### config.mk
export PLATFORM = sky130hd
export DESIGN_NAME = pipe_hazard_ctrl
export DESIGN_NICKNAME = d
export VERILOG_FILES = /design/src/rtl/pipe_hazard_ctrl.sv
export SDC_FILE = /design/constraint.sdc
export NUM_CORES = 1
export LEC_CHECK = 0
export ABC_AREA = 1
export CAP_MARGIN = 20
export CORE_MARGIN = 2
export CORE_UTILIZATION = 30
export CTS_CLUSTER_DIAMETER = 100
export DETAILED_ROUTE_END_ITERATION = 6
export HOLD_SLACK_MARGIN = 0.05
export PLACE_DENSITY = 0.53
export SYNTH_ARGS = -nofsm -noshare
export SYNTH_HDL_FRONTEND = slang
export SYNTH_SLANG_ARGS = --single-unit
### constraint.sdc
create_clock -name clk -period 4.6 [get_ports clk]
set_clock_uncertainty 0.15 [all_clocks]
set_input_delay 1.38 -clock clk [delete_from_list [all_inputs] [get_ports clk]]
set_output_delay 1.38 -clock clk [all_outputs]
set_load 0.1 [all_outputs]
### src/rtl/pipe_hazard_ctrl.sv
// Pipeline sequencing controller for the 5-stage core: stalls, flushes,
// memory-wait handling and debug counters.
module pipe_hazard_ctrl #(
  parameter int CNT_W    = 16,
  parameter int WAIT_MAX = 255
) (
  input  logic             clk,
  input  logic             reset,
  input  logic             IDEX_MemRead,
  input  logic [4:0]       IDEX_Rt,
  input  logic [4:0]       IFID_Rs,
  input  logic [4:0]       IFID_Rt,
  input  logic             EX_BranchTaken,
  input  logic             MEM_Req,
  input  logic             MEM_Ready,
  output logic             PC_En,
  output logic             IFID_En,
  output logic             IDEX_En,
  output logic             EXMEM_En,
  output logic             MEMWB_En,
  output logic             IFID_Flush,
  output logic             IDEX_Bubble,
  output logic             MEMWB_Bubble,
  output logic [CNT_W-1:0] Stall_Cnt,
  output logic [CNT_W-1:0] Flush_Cnt,
  output logic             Mem_Timeout
);

  typedef enum logic {
    RUN,
    MEM_WAIT
  } state_t;

  typedef struct packed {
    logic pc;
    logic ifid;
    logic idex;
    logic exmem;
    logic memwb;
    logic ifid_flush;
    logic idex_bubble;
    logic memwb_bubble;
  } ctrl_t;

  localparam logic [CNT_W-1:0] CNT_MAX  = '1;
  localparam logic [15:0]      WAIT_TOP = 16'(WAIT_MAX);
  localparam logic [15:0]      WCNT_MAX = '1;

  state_t state;
  state_t state_nxt;
  ctrl_t  ctrl;

  logic mem_stall;
  logic advance;
  logic load_use;
  logic wait_tick;

  logic [15:0]      wait_cnt;
  logic [CNT_W-1:0] stall_cnt;
  logic [CNT_W-1:0] flush_cnt;
  logic             timeout;

  always_comb begin
    mem_stall = 1'b0;
    unique case (state)
      RUN:      mem_stall = MEM_Req & ~MEM_Ready;
      MEM_WAIT: mem_stall = ~MEM_Ready;
      default:  mem_stall = 1'b0;
    endcase
    advance   = ~mem_stall;
    wait_tick = (state == MEM_WAIT) & ~MEM_Ready;
  end

  always_comb begin
    load_use = IDEX_MemRead
             & (IDEX_Rt != 5'd0)
             & ((IDEX_Rt == IFID_Rs)
             | (IDEX_Rt == IFID_Rt));
  end

  // Memory stall outranks branch, branch outranks load-use.
  always_comb begin
    ctrl = '{pc: 1'b1, ifid: 1'b1, idex: 1'b1,
             exmem: 1'b1, memwb: 1'b1,
             ifid_flush: 1'b0, idex_bubble: 1'b0,
             memwb_bubble: 1'b0};
    priority case (1'b1)
      reset: begin
        ctrl.pc           = 1'b0;
        ctrl.ifid_flush   = 1'b1;
        ctrl.idex_bubble  = 1'b1;
        ctrl.memwb_bubble = 1'b1;
      end
      mem_stall: begin
        ctrl.pc           = 1'b0;
        ctrl.ifid         = 1'b0;
        ctrl.idex         = 1'b0;
        ctrl.exmem        = 1'b0;
        ctrl.memwb_bubble = 1'b1;
      end
      EX_BranchTaken: begin
        ctrl.ifid_flush  = 1'b1;
        ctrl.idex_bubble = 1'b1;
      end
      load_use: begin
        ctrl.pc          = 1'b0;
        ctrl.ifid        = 1'b0;
        ctrl.idex_bubble = 1'b1;
      end
      default: ;
    endcase
  end

  always_comb begin
    state_nxt = state;
    unique case (state)
      RUN:
        if (MEM_Req && !MEM_Ready)
          state_nxt = MEM_WAIT;
      MEM_WAIT:
        if (MEM_Ready || !MEM_Req)
          state_nxt = RUN;
      default:
        state_nxt = RUN;
    endcase
  end

  always_ff @(posedge clk) begin
    if (reset) begin
      state <= RUN;
    end else begin
      state <= state_nxt;
    end
  end

  always_ff @(posedge clk) begin
    if (reset) begin
      stall_cnt <= '0;
      flush_cnt <= '0;
    end else begin
      if (!ctrl.pc && stall_cnt != CNT_MAX)
        stall_cnt <= stall_cnt + 1'b1;
      if (advance && EX_BranchTaken
          && flush_cnt != CNT_MAX)
        flush_cnt <= flush_cnt + 1'b1;
    end
  end

  // Flag is raised on the edge where the count reaches WAIT_MAX.
  always_ff @(posedge clk) begin
    if (reset) begin
      wait_cnt <= '0;
      timeout  <= 1'b0;
    end else begin
      if (state == RUN && state_nxt == MEM_WAIT) begin
        wait_cnt <= '0;
      end else if (wait_tick && wait_cnt != WCNT_MAX) begin
        wait_cnt <= wait_cnt + 16'd1;
      end
      if (wait_tick && wait_cnt >= WAIT_TOP - 16'd1)
        timeout <= 1'b1;
    end
  end

  assign PC_En        = ctrl.pc;
  assign IFID_En      = ctrl.ifid;
  assign IDEX_En      = ctrl.idex;
  assign EXMEM_En     = ctrl.exmem;
  assign MEMWB_En     = ctrl.memwb;
  assign IFID_Flush   = ctrl.ifid_flush;
  assign IDEX_Bubble  = ctrl.idex_bubble;
  assign MEMWB_Bubble = ctrl.memwb_bubble;
  assign Stall_Cnt    = stall_cnt;
  assign Flush_Cnt    = flush_cnt;
  assign Mem_Timeout  = timeout;

endmodule

# Word-level counts from Yosys, hierarchy flattened
# Cells that the tools add are included.
# op_classes
reduce_logical,13
bitwise,8
shifts,0
magnitude_cmp,1
muxes,20
n_addsub,3
n_mul,0
div_mod_pow,0
n_eq_ne,5
# op_table
operator,n
$add A16 B1 Y16 const B,3
$ne A16 B16 Y1 const B,3
$ge A16 B8 Y1 const B,1
$mux W1,16
$eq A5 B5 Y1,2
$logic_and A1 B1 Y1,7
$reduce_bool A5 Y1,1
$and A1 B1 Y1,4
$mux W2,2
$pmux W1 S2,2
$logic_not A1 Y1,3
$not A1 Y1,3
$reduce_or A2 Y1,1
$logic_or A1 B1 Y1,1
$or A1 B1 Y1,1
# word_totals
ramBits,0
latchBits,0
out_inout_bits,41
mem_bits_ro,0
memories,0
word_cells,55
ff_bits,50

# Depth between registers and ports, before layout
# logic_depth
depth_word,9
depth_mapped,12
ltp_nobuf,12

# Worst setup path before layout
# OpenSTA, ideal clock, no wires.
# synth_path
path_kind,input to output
start,in reset
end,out IDEX_En
path_slack_ps,220
stages,4
required_time_ps,3070
arrival_time_ps,2850
path_cell_list,clkinv_1 -> clkbuf_1 -> nand2_1 -> buf_4
# synth_via
elab_chain_cells,1
# synth_lines
item,line_no,rtl
from (decl),8,"input logic reset,"
$mux W2,87,priority case (1'b1)
to (decl),18,"output logic IDEX_En,"
# No other way between the ends.

# Worst setup path in the final report
# layout_path
start,in IDEX_Rt[1]
end,out PC_En
# layout_via
elab_chain_cells,7
word_cells_on_any_way,10
cone_classes,eq/ne: 2; mux: 4; bitwise: 3; reduce/logical: 1
# layout_lines
item,line_no,rtl
from (decl),10,"input logic [4:0] IDEX_Rt,"
"$eq A5 B5 Y1, or another cell as far along",77,& ((IDEX_Rt == IFID_Rs)
$or A1 B1 Y1 or $and A1 B1 Y1 (tied branches),"78, 76",
$and A1 B1 Y1 *,77,
$mux W1 * (4 in a row),87,
to (decl),16,"output logic PC_En,"
# Every way passes the cells marked *; elsewhere a longest branch is shown, timed or not.

==> run metrics <==
Post-Place Worst Slack=0.2038 ns; first-pass GRT wire length=12690 um; Mapped Cells=485; per-cell routed wire length=10.97 um; DR iter-0 viols=79; maximum net fanout on the critical path=5; Final ANT Viol Nets=0; vias in the first global route=2852; post-synth cell types=34; Post-CTS Setup Inserts=0; GP Congestion=0.8262; largest net degree at the start of global routing=28; DIE HEIGHT=105.8 um; cts hold-fix bufs=0; Worst Hold Class=reg2reg; Buffers & Inverters on Critical Path=4; Peak VDD IR=129.5 uV; Tot Pwr=0.8825 mW; gr ovfl total=0; P&R area growth vs syn=28.39%; Sink Count=50; TritonCTS clock tree=done; nets@finish=571; initial core utilization=30.55%; final period utilization=95.82%; IO Pins=62; R2R setup slack=2.39 ns; Max Root-Sink Buffers=2; R2R depth=9; crit path DAT=2.88 ns; stages on the worst setup path=11; RSZ-0062 raised after global routing=false; Fin. Hold Viols=0; fmax=226.9 MHz; Buffers on Ports=60; delay-heaviest family, CP=buffers and inverters; drt drc=0; fin util=39.23%; Core Rows=37; Antenna diodes=0; yosys warns=0; Vias=3106; pin slew with the least headroom to its limit=0.9830 ns; max_cap viols=0; Slew HR=34.26%; global-route usage over all layers=13.44%; final slew viol count=0; Worst-path clk slew=0.10 ns; Seq/Total Area, Yosys=32.17%; Cell Chain, Critical Path=clkdlybuf4s50_1, inv_1, nand2_1, nand2_1, nor2_1, nand3_1, nand2_1, nand3_2, nand2_1, inv_1, buf_12; Hold Path End=Flush_Cnt[4]; critical path's slowest cell=clkdlybuf4s50_1; critical path startpoint category=input port; Yosys reg bits=50; Post-DP HPWL=5747 um; antenna violations before repair=0; Post-Route WL=7493 um; hold path depth=2; static leakage=1.634 nW; Pre-antenna DRT Iters=4; clock root buffer=clkbuf_8; CTS Buf Count=5; DIE AREA=11200 um^2; final worst slack=0.1921 ns; Largest stage delay, worst path=0.51 ns; RR Startpoint=Flush_Cnt[0]; Worst-Skew Late Latency=0.31 ns; H-tree level count=2; most frequent cells in the layout=nand2_1, nor2_1, inv_1; power density over cell area=220.9 nW/um^2; setup_tns=0 ns; layout cells sized above 1=10.79%; syn_area_per_cell=6.416 um^2; crit path kind=in2out; most common cell after layout, fill and taps aside=nand2_1; CP required=3.07 ns; CTS resizes=0; Critical R2R Capture=Flush_Cnt[11]; most used cell, CP=nand2_1; status=completed; Setup violations, final=0; Layout Cells excl Fill=683; syn nets=510; Hold Startpoint=Flush_Cnt[4]; core area=10180 um^2; synthesized area=3112 um^2; drt via density=4.548; Setup crit end kind=primary output; placed cell count=675; minimum clock period=4.408 ns; Die W=105.8 um
[sequential cells by signal, summed over array words and instances (netlist names)]
name and flops:
Stall_Cnt 16, wait_cnt 16, state 1, Flush_Cnt 16, Mem_Timeout 1
[where the power goes]
part / total (mW) / internal (mW) / switching, mW
logic: 0.171 / 0.0568 / 0.114
clock network: 0.269 / 0.109 / 0.160
registers: 0.443 / 0.437 / 0.00586
total: 0.883 / 0.603 / 0.280
[metal layers]
metal	vias up	share of wire, %	GRT usage, %
met5	-	0	0
met4	0	1.1	3.289
met3	6	5.0	3.772
met2	45	43	21.89
met1	1404	51	17.55
li1	1651	-	-
[cell usage after synthesis, drive strengths merged]
cell type  instances  share of area, %
a211oi             1              0.40
a21oi             43               7.0
a31oi              1              0.20
buf                8               2.5
clkbuf             3              0.36
clkinv             1              0.12
conb               1              0.12
dfxtp             50                32
ha                 4               1.6
inv               71               8.6
nand2            139                18
nand3             44               7.4
nand3b             2              0.88
nand4              9               2.0
nor2              68               9.7
nor3               9               1.9
nor4               3              0.60
o211ai             1              0.24
o21ai             13               2.1
xnor2              7               2.0
xor2               7               2.0
[cell type report]
type	instances	area, um^2
clock buffers	5	68.82
clock inverters	3	23.77
fillers	1130	6190
inverters	72	270.3
multi-input cells	352	1753
flip-flops and latches	50	1001
well taps	136	170.2
repair buffers	65	708.2
[worst reg2reg max path, delay by kind of cell, from the launching register on]
kind,cells,cell delay (ns)
fa+ha+maj,1,0.25
compound gates,2,0.70
flops,1,0.37
simple gates,6,0.66
[through the flow]
step / hold WS (ns) / cell area [um^2]
finish: 0.3196 / 3995
global route: 0.3484 / 3995
CTS: 0.3239 / 3995
detailed placement: 0.3084 / 3902
global placement: 0.3044 / 3902
floorplan: 0.3025 / 3112
[how the worst max path moves through the flow]
| stage | to | slack, ns | from |
|---|---|---|---|
| after floorplan | IDEX_En | 0.22 | reset |
| after global placement | PC_En | 0.23 | IDEX_Rt[4] |
| after detailed placement | PC_En | 0.20 | IDEX_Rt[1] |
| after CTS | PC_En | 0.19 | IDEX_Rt[1] |
| after global routing | PC_En | 0.03 | IDEX_Rt[1] |
| final | PC_En | 0.19 | IDEX_Rt[1] |
[cells by family after synthesis]
| family | Yosys count | synth area share [%] |
|---|---|---|
| buf+inv | 83 | 11.50 |
| fa+ha+maj | 4 | 1.608 |
| xor+xnor | 14 | 3.941 |
| compound gates | 59 | 9.972 |
| flops | 50 | 32.17 |
| simple gates | 274 | 40.69 |
| other cells | 1 | 0.1205 |
Note: power is estimated with default switching activity, not from simulation.
